File: src/rtl/counting_gen_pkg.sv
// Shared definitions for the counting generator and the counting detector:
// state encodings and symbol values carried on the num stream.
package counting_gen_pkg;

    typedef enum logic [2:0] {
        IDLE  = 3'd0,
        ONE   = 3'd1,
        TWO   = 3'd2,
        THREE = 3'd3,
        DONE  = 3'd4
    } state_t;

    localparam logic [1:0] SYM_NONE  = 2'd0;
    localparam logic [1:0] SYM_ONE   = 2'd1;
    localparam logic [1:0] SYM_TWO   = 2'd2;
    localparam logic [1:0] SYM_THREE = 2'd3;

    // Symbol emitted while the generator sits in a given state.
    function automatic logic [1:0] state_sym(input state_t s);
        case (s)
            ONE:     state_sym = SYM_ONE;
            TWO:     state_sym = SYM_TWO;
            THREE:   state_sym = SYM_THREE;
            default: state_sym = SYM_NONE;
        endcase
    endfunction

endpackage

File: src/rtl/counting_gen_if.sv
// Bundle of the generator's control inputs and symbol/status outputs.
// Handshake: start is a single-cycle request sampled on a rising clk edge;
// it is accepted only in IDLE with all counts nonzero (busy rises next
// cycle), rejected with a one-cycle err pulse if any count is zero, and
// ignored in every other state. done pulses for one cycle at burst end.
interface counting_gen_if
    import counting_gen_pkg::*;
#(
    parameter int CW = 4
);
    logic          start;
    logic          pause;
    logic [CW-1:0] cnt1;
    logic [CW-1:0] cnt2;
    logic [CW-1:0] cnt3;
    logic [1:0]    num;
    logic          busy;
    logic          done;
    logic          err;
    state_t        state;

    modport master (
        output start, pause, cnt1, cnt2, cnt3,
        input  num, busy, done, err, state
    );

    modport slave (
        input  start, pause, cnt1, cnt2, cnt3,
        output num, busy, done, err, state
    );
endinterface

File: src/rtl/counting_gen_phase_counter.sv
// Phase down-counter: loads a phase length, counts down once per enabled
// cycle and flags the last cycle of the phase (count == 1). It saturates
// at zero so it can never wrap.
module phase_counter #(
    parameter int CW = 4
) (
    input  logic          clk,
    input  logic          reset,
    input  logic          load,
    input  logic [CW-1:0] load_val,
    input  logic          en,
    output logic          term
);
    logic [CW-1:0] count;

    // Load has priority over decrement; hold at zero rather than wrap.
    always_ff @(posedge clk or posedge reset) begin
        if (reset) begin
            count <= '0;
        end else if (load) begin
            count <= load_val;
        end else if (en && (count != '0)) begin
            count <= count - CW'(1);
        end
    end

    assign term = (count == CW'(1));
endmodule

File: src/rtl/counting_gen.sv
// Counting generator: on an accepted start emits symbol 1 for cnt1 cycles,
// symbol 2 for cnt2 cycles and symbol 3 for cnt3 cycles, then one DONE
// cycle. pause freezes the burst in place.
module counting_gen
    import counting_gen_pkg::*;
#(
    parameter int CW = 4
) (
    input logic           clk,
    input logic           reset,
    counting_gen_if.slave bus
);
    state_t        state;
    logic [CW-1:0] cnt2_q;
    logic [CW-1:0] cnt3_q;
    logic [1:0]    num_q;
    logic          busy_q;
    logic          done_q;
    logic          err_q;

    logic          counts_ok;
    logic          phase_active;
    logic          load;
    logic [CW-1:0] load_val;
    logic          en;
    logic          term;

    assign counts_ok    = (bus.cnt1 != '0) && (bus.cnt2 != '0) && (bus.cnt3 != '0);
    assign phase_active = (state == ONE) || (state == TWO) || (state == THREE);

    // Counter control: load the next phase length on each phase entry.
    // cnt1 loads straight from the input; later phases use latched counts.
    always_comb begin
        load     = 1'b0;
        load_val = '0;
        en       = phase_active && !bus.pause;
        case (state)
            IDLE: begin
                load     = bus.start && counts_ok;
                load_val = bus.cnt1;
            end
            ONE: begin
                load     = en && term;
                load_val = cnt2_q;
            end
            TWO: begin
                load     = en && term;
                load_val = cnt3_q;
            end
            default: ;
        endcase
    end

    phase_counter #(.CW(CW)) u_phase (
        .clk      (clk),
        .reset    (reset),
        .load     (load),
        .load_val (load_val),
        .en       (en),
        .term     (term)
    );

    // Burst FSM with registered outputs.
    always_ff @(posedge clk or posedge reset) begin
        if (reset) begin
            state  <= IDLE;
            cnt2_q <= '0;
            cnt3_q <= '0;
            num_q  <= SYM_NONE;
            busy_q <= 1'b0;
            done_q <= 1'b0;
            err_q  <= 1'b0;
        end else begin
            err_q  <= 1'b0;
            done_q <= 1'b0;
            case (state)
                IDLE: begin
                    if (bus.start && counts_ok) begin
                        state  <= ONE;
                        cnt2_q <= bus.cnt2;
                        cnt3_q <= bus.cnt3;
                        num_q  <= state_sym(ONE);
                        busy_q <= 1'b1;
                    end else if (bus.start) begin
                        err_q  <= 1'b1;
                    end
                end
                ONE: begin
                    if (en && term) begin
                        state <= TWO;
                        num_q <= state_sym(TWO);
                    end
                end
                TWO: begin
                    if (en && term) begin
                        state <= THREE;
                        num_q <= state_sym(THREE);
                    end
                end
                THREE: begin
                    if (en && term) begin
                        state  <= DONE;
                        num_q  <= state_sym(DONE);
                        done_q <= 1'b1;
                    end
                end
                default: begin
                    state  <= IDLE;
                    num_q  <= SYM_NONE;
                    busy_q <= 1'b0;
                end
            endcase
        end
    end

    assign bus.num   = num_q;
    assign bus.busy  = busy_q;
    assign bus.done  = done_q;
    assign bus.err   = err_q;
    assign bus.state = state;
endmodule

File: src/flat_wrapper.sv
// flat-port wrapper written by rule: the top's interface ports become plain ports
module counting_gen_flat import counting_gen_pkg::*;
#(
    parameter int CW = 4
)
  (clk, reset, bus_start, bus_pause, bus_cnt1, bus_cnt2, bus_cnt3, bus_num, bus_busy, bus_done, bus_err, bus_state);
  counting_gen_if #(.CW(CW)) bus_i ();
  input logic clk;
  input logic reset;
  input wire logic [$bits(bus_i.start)-1:0] bus_start;
  input wire logic [$bits(bus_i.pause)-1:0] bus_pause;
  input wire logic [$bits(bus_i.cnt1)-1:0] bus_cnt1;
  input wire logic [$bits(bus_i.cnt2)-1:0] bus_cnt2;
  input wire logic [$bits(bus_i.cnt3)-1:0] bus_cnt3;
  output wire logic [$bits(bus_i.num)-1:0] bus_num;
  output wire logic [$bits(bus_i.busy)-1:0] bus_busy;
  output wire logic [$bits(bus_i.done)-1:0] bus_done;
  output wire logic [$bits(bus_i.err)-1:0] bus_err;
  output wire logic [$bits(bus_i.state)-1:0] bus_state;
  assign bus_i.start = bus_start;
  assign bus_i.pause = bus_pause;
  assign bus_i.cnt1 = bus_cnt1;
  assign bus_i.cnt2 = bus_cnt2;
  assign bus_i.cnt3 = bus_cnt3;
  assign bus_num = bus_i.num;
  assign bus_busy = bus_i.busy;
  assign bus_done = bus_i.done;
  assign bus_err = bus_i.err;
  assign bus_state = bus_i.state;
  counting_gen #(.CW(CW)) u_core (.clk(clk), .reset(reset), .bus(bus_i));
endmodule
File: config.mk
export PLATFORM = sky130hd
export DESIGN_NAME = counting_gen_flat
export DESIGN_NICKNAME = d
export VERILOG_FILES = /design/src/rtl/counting_gen_pkg.sv /design/src/rtl/counting_gen_if.sv /design/src/rtl/counting_gen_phase_counter.sv /design/src/rtl/counting_gen.sv /design/src/flat_wrapper.sv
export SDC_FILE = /design/constraint.sdc
export NUM_CORES = 1
export LEC_CHECK = 0
export CAP_MARGIN = 30
export CORE_MARGIN = 8
export CORE_UTILIZATION = 35
export CTS_CLUSTER_DIAMETER = 40
export DETAILED_ROUTE_END_ITERATION = 12
export PLACE_DENSITY_LB_ADDON = 0.05
export SYNTH_ARGS = -nofsm -noshare
export SYNTH_HDL_FRONTEND = slang
export SYNTH_SLANG_ARGS = --single-unit
File: constraint.sdc
create_clock -name clk -period 4.8 [get_ports clk]
set_input_delay 0.96 -clock clk [delete_from_list [all_inputs] [get_ports clk]]
set_output_delay 0.96 -clock clk [all_outputs]
set_load 0.005 [all_outputs]
# Yosys cells after proc, flatten, opt, wreduce, memory -nomap -nowiden
# Cells that the tools add are included.
# classes
muxes	21
bitwise_logic	1
n_reduce_logical	20
n_addsub	1
n_eq_ne	8
# ops
op	n
4-bit nonzero test	4
3-bit two-way mux	4
3-bit case mux with 4 select lines	1
4-bit case mux with 3 select lines	1
2-bit two-way mux	4
4-bit two-way mux	2
2-bit case mux with 4 select lines	1
3-bit by 2-bit == test with 1-bit output, second input constant	2
1-bit logical AND	6
1-bit two-way mux	6
2-bit != test, second input constant	3
4-bit by 1-bit == test with 1-bit output, second input constant	1
1-bit case mux with 2 select lines	2
2-bit AND reduction	2
4-bit AND reduction	1
4-bit by 1-bit subtractor with 4-bit output, second input constant	1
3-bit by 1-bit == test with 1-bit output, second input constant	1
3-bit zero test	1
3-bit OR reduction	1
1-bit logical OR	2
2-bit by 1-bit != test with 1-bit output, second input constant	1
2-bit nonzero test	1
2-bit OR reduction	1
1-bit zero test	1
1-bit NOT	1
# word_totals
in_bits	16
wordCells	59
reg_bits	20
output_inout_bits	8

# Depth between registers and ports, before layout
# Gate-level depths: netlist of run 1.
# logic_depth
word_depth	7
depth_mapped	6

# By module
# A second synthesis of run 1 with hierarchy kept.
# unflattened
cells_unflattened	99
hier_area_um2	1083.5
# by_module_without_submodules
mod	seq_area_each_um2	n_inst	cells_each	area_each_um2
counting_gen	375.4	1	69	797.0
phase_counter	100.1	1	30	286.5

# Worst setup path before layout of run 1
# OpenSTA, ideal clock, no wires.
# synth_timing
path_type	input port to flip-flop
from	input port bus_cnt2[3]
to	register u_core.u_phase.count[0]
setup_ns	0.125
stages	5
t_arrival_ns	2.384
setup_slack_ns	2.291
cell_sequence	or4_4 -> and4b_1 -> buf_6 -> a41o_4 -> mux2_4
# synth_between
elab_chain_cells	6
elab_cells_between_ends	7
# synth_rtl
item	line_no	source
start: declaration	flat_wrapper.sv:13	input wire logic [$bits(bus_i.cnt2)-1:0] bus_cnt2;
4-bit nonzero test (*)	counting_gen.sv:28	assign counts_ok = (bus.cnt1 != '0) && (bus.cnt2 != '0) && (bus.cnt3 != '0);
1-bit logical AND (*) (2 in a row)	counting_gen.sv:28	
1-bit logical AND (*)	counting_gen.sv:39	load = bus.start && counts_ok;
1-bit case mux with 2 select lines (*)	counting_gen.sv:37	case (state)
4-bit two-way mux / 2-bit nonzero test (equally long branches)	--	
end signal: assignment	counting_gen_phase_counter.sv:21	count <= load_val;
end signal: assignment	counting_gen_phase_counter.sv:23	count <= count - CW'(1);
end: declaration	counting_gen_phase_counter.sv:14	logic [CW-1:0] count;
# Every way passes the cells marked *; elsewhere a longest branch is shown, timed or not.
# A chain may end at the register's enable or synchronous reset.

# Worst setup path after layout of run 1
# layout_timing
from	input port bus_start
to	register u_core.u_phase.count[1]
# layout_between
elab_chain_cells	3
elab_cells_between_ends	4
# layout_rtl
item	line_no	source
start: declaration	flat_wrapper.sv:10	input wire logic [$bits(bus_i.start)-1:0] bus_start;
1-bit logical AND (*)	counting_gen.sv:39	
1-bit case mux with 2 select lines (*)	counting_gen.sv:37	
4-bit two-way mux / 2-bit nonzero test (equally long branches)	--	
# Marked as above.

==> reports/results.tsv, run 1 <==
metric	value	unit
Least-Margin Pin Slew	0.726	ns
Crit-path slowest cell	and4b_1	
Required @ worst endpoint	4.98	ns
cell types occupying the most area after synthesis	dfrtp_1 (44%), mux2_2 (8.4%), mux2i_1 (6.5%)	
count of TritonRoute iterations in the first routing pass	4	
register bit total from synthesis	19	
cell area power density	536	mW/mm²
number of buffers created by CTS	3	
Post-synth top cells	dfrtp_1 (19), nor2_1 (9), mux2_2 (8), mux2i_1 (7), nand2_1 (5)	
Fillers	289	
most repeated cell in the gate-level netlist after synthesis	dfrtp_1	
Hold Crit Class	reg -> reg	
largest clock skew in the final design	0.0104	ns
share of post-route cells with drive strength above 1	0.178	
start-to-end type of the worst setup path	in -> reg	
post-synthesis cell count	96	
async set-reset flop share out of synthesis	1.00	
number of endpoints failing setup at the final stage	0	
Die Height	71.3	µm
total count of max-transition violations in the final report	0	
Global Route Usage Sum	0.0956	
worst relative slew slack	0.516	
Final Net Count	137	
share of synthesized area occupied by flip-flops and latches	0.444	
count of instances resized after the clock tree is built	0	
Ys Warns	0	
clock slew seen by the registers of the worst setup and hold paths	0.10	ns
site row count	20	
hold violation count in the final report	0	
endpoint kind of the worst setup timing path	register	
sum of buffers and inverters on the critical path	1	
xor and xnor area share after synthesis	0.0246	
antenna-violating nets left	0	
clock period minus final worst setup slack	2.82	ns
kind of cell adding the most delay to the critical path	simple AND/OR/NAND/NOR gates	
largest buffer count on any clock path	2	
RSZ-0062 raised after global routing	false	
overall routed net length	2250	µm
Syn-to-layout area delta	24.9	%
routed via count	768	
CTS tree	yes	
fraction of the cycle the final worst path needs	0.588	
Post-synth top flop	dfrtp_1	
antenna fix cells	0	
sum of negative setup slack	0	ns
buffer cell driving the clock tree root	clkbuf_4	
combinational family with the most area after synthesis	multiplexers	
initial core utilization	0.359	
average vias per placed instance	5.09	
Final Hold Slack	0.515	ns
number of antenna violations at the first check in global routing	0	
nets in the synthesized netlist	114	
share of the synthesized area in the top cell type	0.444	
Die Area	0.00508	mm²
clock latency reported for the late side of the worst-skew pair	0.29	ns
core area	0.00298	mm²
IO Pins	24	
Data arrival, critical path	3.00	ns
Mapped Area	0.00107	mm²
largest incremental delay on the critical path	0.57	ns
fraction of the mapped netlist area in adder cells	0.0234	
sum of overflow across all layers after global routing	0	
outcome	finished clean	
Setup WS post-layout	1.98	ns
number of setup buffers added after CTS	0	
maximum number of pins on one net before global-route repair	20	
Post-Place Cells	147	
detailed-placement wirelength estimate	1730	µm
die width	71.3	µm
area fraction in compound gates after synthesis	0.0749	
Post-Syn Area per Cell	11.1	µm²
worst-path cell chain	clkdlybuf4s50_1 > or4b_1 > and4b_1 > a41o_4 > mux2_4	
wire length per cell after detailed routing	14.9	µm
deepest level of the CTS H-tree	1	
peak ir drop on the vdd network	0.000190	V
fin cells	151	
mux contribution to synthesized area	0.202	
total of hold buffers inserted after clock tree synthesis	0	
number of global-route vias before repair	841	
post-synthesis share of cell area spent on and, or, nand and nor gates	0.191	
sink count of the clock tree	19	
buffers added on ports	23	
DR iter-0 viols	68	
number of synthesized flops with an enable pin	0	
Setup crit start kind	input pin	
f_max	354	MHz
CP Max Fanout	10	
setup slack at placement	1.67	ns
first-pass GRT wire length	3830	µm
DR DRC count	0	
count of different cell masters after synthesis	36	
maxcap violations	0	
final weighted congestion in routability-driven placement	0.703	
leakage power	0.563	nW
library cell with the largest summed area after synthesis	dfrtp_1	
==> area by class of cell <==
type | count | area (µm²) | share of cell area
timing repair buffer | 23 | 230 | 0.172
sequential | 19 | 475 | 0.356
clock buffer | 4 | 26.3 | 0.0197
inverter | 3 | 11.3 | 0.00843
tap | 33 | 41.3 | 0.0309
multi-input combinational | 69 | 552 | 0.413
==> metal layers <==
metal	vias up	wire length, µm	GRT usage
met4	0	12	0.0277
met5	-	0	0
met3	2	131	0.0377
met2	20	1030	0.153
li1	386	-	-
met1	360	1070	0.115
==> worst paths after layout <==
| kind | from | slack [ns] | endpoint | cells past startpoint |
|---|---|---|---|---|
| worst max-delay path | bus_start | 1.98 | u_core.u_phase.count[1]$_DFFE_PP0P_ | 5 |
| worst min-delay path | u_core.bus.busy$_DFFE_PP0P_ | 0.51 | u_core.bus.busy$_DFFE_PP0P_ | 2 |
| worst max register to register | u_core.bus.state[1]$_DFFE_PP0P_ | 2.40 | u_core.u_phase.count[1]$_DFFE_PP0P_ | 4 |
| worst min register to register | u_core.bus.busy$_DFFE_PP0P_ | 0.51 | u_core.bus.busy$_DFFE_PP0P_ | 2 |
| max in group asynchronous | reset | 3.26 | u_core.cnt2_q[3]$_DFFE_PP0P_ | 2 |
| min in group asynchronous | reset | 1.07 | u_core.u_phase.count[3]$_DFFE_PP0P_ | 2 |
==> state kept, by name, indices dropped and copies added (netlist names) <==
| name | count |
|---|---|
| u_core.cnt2_q | 4 |
| u_core.cnt3_q | 4 |
| u_core.u_phase.count | 4 |
| u_core.bus.state | 3 |
| u_core.bus.busy | 1 |
| u_core.bus.done | 1 |
| u_core.bus.err | 1 |
| u_core.bus.num | 1 |
==> power by group <==
part / internal (mW) / switching [mW]
Sequential: 0.228 / 0.0728
Combinational: 0.210 / 0.126
Clock: 0.0323 / 0.0474
Total: 0.470 / 0.247
==> layout by cell type (no fill, tap or decap), types with 2 or more instances in the layout <==
cell	instances
mux2i_1	7
inv_1	3
a21oi_1	4
nor2_1	9
mux2_4	3
clkdlybuf4s50_1	23
nor4b_1	2
or2_2	4
nand2_1	5
clkbuf_4	3
or4_4	2
nor2b_1	2
dfrtp_1	19
ha_1	2
mux2_2	8
xnor2_1	2
nor3_1	2
==> per-stage QoR <==
stage | power (mW) | util | area, µm²
final | 0.717 | 0.449 | 1340
after global routing | 0.788 | 0.449 | 1340
after CTS | 0.730 | 0.449 | 1340
after detailed placement | 0.648 | 0.440 | 1310
after global placement | 0.641 | 0.440 | 1310
after floorplan | 0.547 | - | 1070
==> cell families (layout without fill, tap and decap cells) <==
group / count (synthesis) / count (layout)
flops: 19 / 19
simple gates: 35 / 35
buf+inv: 8 / 30
fa+ha+maj: 2 / 2
xor+xnor: 3 / 3
compound gates: 10 / 10
mux: 19 / 19
==> worst min-delay path, cell delays in order (launching register included) <==
cell and delay [ns]:
dfrtp_1 0.36, nor2_1 0.05, nor2_1 0.07
Power figures use the tool's default switching activity.
==> run 2, diff against run 1 <==
- clock period: 4.8 -> 2.54 ns (I/O delays scaled with it)
==> run 2 against run 1 <==
Count of clock-buffer cells in the layout down 1. Critical path depth unchanged. Critical endpoint unchanged. Global-route usage increased by 0.061 points. Critical path type unchanged. Final area increased by 2.3%. Register-to-register slack got worse by 1.8 ns. First-iteration DRC count shrank 28%. Final cell count up 2.6%. Non-clock buffer count rose by 4. Highest routed layer unchanged. Clock skew shrank 0.0072 ns. Die area unchanged. Core utilization is 1.1 points higher. Sequential cell count stayed put.
==> reports/results.tsv, run 2 (same netlist as run 1, synthesis figures left out) <==
metric	value	unit	change
Die Area	0.00508	mm²	unchanged
detailed-placement wirelength estimate	1850	µm	+6.8%
Setup crit start kind	input pin		
wire length per cell after detailed routing	15.1	µm	+1.2%
Hold Crit Class	reg -> reg		
average vias per placed instance	5.07		-0.30%
maximum number of pins on one net before global-route repair	20		unchanged
number of setup buffers added after CTS	0		unchanged
deepest level of the CTS H-tree	1		unchanged
outcome	finished clean		
Data arrival, critical path	2.33	ns	-0.67 ns
routed via count	786		+2.3%
Crit-path slowest cell	or4_1		
Syn-to-layout area delta	27.8	%	
clock latency reported for the late side of the worst-skew pair	0.30	ns	about the same
leading cell type in the layout, fill and taps excluded	clkdlybuf4s50_1		
core area	0.00298	mm²	unchanged
sink count of the clock tree	19		unchanged
fraction of the cycle the final worst path needs	0.842		
Final Net Count	141		+2.9%
endpoint kind of the worst setup timing path	register		
DR iter-0 viols	49		-28%
leakage power	0.586	nW	+4.1%
site row count	20		unchanged
clock period minus final worst setup slack	2.14	ns	
number of global-route vias before repair	857		+1.9%
Die Height	71.3	µm	unchanged
initial core utilization	0.359		unchanged
Least-Margin Pin Slew	0.737	ns	+0.0109 ns
die width	71.3	µm	unchanged
leading cell types in the layout, fill and taps excluded	clkdlybuf4s50_1 (23), dfrtp_1 (19), nor2_1 (9), mux2_2 (8), mux2i_1 (7)		
overall routed net length	2330	µm	+3.9%
antenna-violating nets left	0		unchanged
worst relative slew slack	0.508		-0.00726
RSZ-0062 raised after global routing	false		
total count of max-transition violations in the final report	0		unchanged
buffer cell driving the clock tree root	clkbuf_4		
largest buffer count on any clock path	2		unchanged
share of post-route cells with drive strength above 1	0.213		+0.0351
cell area power density	1020	mW/mm²	+89%
maxcap violations	0		unchanged
final weighted congestion in routability-driven placement	0.699		-0.57%
total of hold buffers inserted after clock tree synthesis	0		unchanged
number of buffers created by CTS	3		unchanged
Global Route Usage Sum	0.0962		+0.000611
CTS tree	yes		
hold violation count in the final report	0		unchanged
largest incremental delay on the critical path	0.57	ns	about the same
CP Max Fanout	4		-6
DR DRC count	0		unchanged
biggest registers after layout	u_core.cnt2_q: 4 flops, u_core.cnt3_q: 4 flops, u_core.u_phase.count: 4 flops		
start-to-end type of the worst setup path	in -> reg		
Required @ worst endpoint	2.73	ns	-2.25 ns
first-pass GRT wire length	3900	µm	+1.8%
clock slew seen by the registers of the worst setup and hold paths	0.11	ns	about the same
post-layout power	1.39	mW	+94%
buffers added on ports	23		unchanged
number of endpoints failing setup at the final stage	0		unchanged
peak ir drop on the vdd network	0.000316	V	+66%
count of instances resized after the clock tree is built	0		unchanged
IO Pins	24		unchanged
f_max	467	MHz	
antenna fix cells	0		unchanged
count of TritonRoute iterations in the first routing pass	4		unchanged
worst-path cell chain	clkdlybuf4s50_1 > or4_1 > and4b_1 > a41o_4 > mux2_4		
sum of negative setup slack	0	ns	unchanged
sum of overflow across all layers after global routing	0		unchanged
largest clock skew in the final design	0.00318	ns	-0.00723 ns
number of antenna violations at the first check in global routing	0		unchanged
==> run 2: cell count changes in the layout (fill, tap and decap cells not counted) <==
cell      delta
clkbuf_1     -1
buf_4        +4
clkinv_2     +1
==> run 2: path summary, 6_finish.rpt <==
path | from | to | slack (ns) | cells after the start
worst max-delay path | bus_cnt3[3] | u_core.u_phase.count[1]$_DFFE_PP0P_ | 0.40 | 5
worst min-delay path | u_core.cnt2_q[2]$_DFFE_PP0P_ | u_core.cnt2_q[2]$_DFFE_PP0P_ | 0.50 | 1
worst max register to register | u_core.bus.state[0]$_DFFE_PP0P_ | u_core.cnt2_q[1]$_DFFE_PP0P_ | 0.61 | 4
worst min register to register | u_core.cnt2_q[2]$_DFFE_PP0P_ | u_core.cnt2_q[2]$_DFFE_PP0P_ | 0.50 | 1
max in group asynchronous | reset | u_core.bus.busy$_DFFE_PP0P_ | 1.45 | 2
min in group asynchronous | reset | u_core.cnt3_q[3]$_DFFE_PP0P_ | 0.62 | 2
==> run 2: worst max-delay path: cells and delay by family <==
family          cells  cell delay [ns]
simple gates        2             0.81
buf+inv             1             0.43
mux                 1             0.29
compound gates      1             0.28
==> run 2: layout make-up <==
| type | count | area, µm² |
|---|---|---|
| Clock buffer | 3 | 22.5 |
| Clock inverter | 1 | 5.00 |
| Fill cell | 290 | 1610 |
| Inverter | 3 | 11.3 |
| Tap cell | 33 | 41.3 |
| Multi-Input combinational cell | 69 | 552 |
| Timing Repair Buffer | 27 | 260 |
| Sequential cell | 19 | 475 |
==> run 2: through the flow <==
step / std cells / hold slack (ns) / setup slack [ns] / utilization / area [µm²]
after detailed placement: 151 / 0.476 / 0.0752 / 0.450 / 1340
final: 155 / 0.499 / 0.400 / 0.459 / 1370
after global routing: 155 / 0.520 / 0.353 / 0.459 / 1370
after CTS: 155 / 0.504 / 0.408 / 0.459 / 1370
after floorplan: 96 / 0.458 / 0.483 / - / 1070
after global placement: 151 / 0.473 / 0.0874 / 0.450 / 1340
==> run 2: layer usage <==
metal / up-vias / wire length (µm) / track usage
li1: 395 / - / -
met1: 367 / 1090 / 0.110
met2: 22 / 1130 / 0.164
met3: 2 / 104 / 0.0293
met4: 0 / 16 / 0.0346
met5: - / 0 / 0
==> run 2: where the power goes <==
| group | total, mW | switching (mW) | leakage (nW) | internal, mW |
|---|---|---|---|---|
| Combinational | 0.725 | 0.303 | 0.336 | 0.422 |
| Clock | 0.154 | 0.0950 | 0.0177 | 0.0586 |
| Sequential | 0.512 | 0.0803 | 0.232 | 0.432 |
| Total | 1.39 | 0.478 | 0.586 | 0.912 |
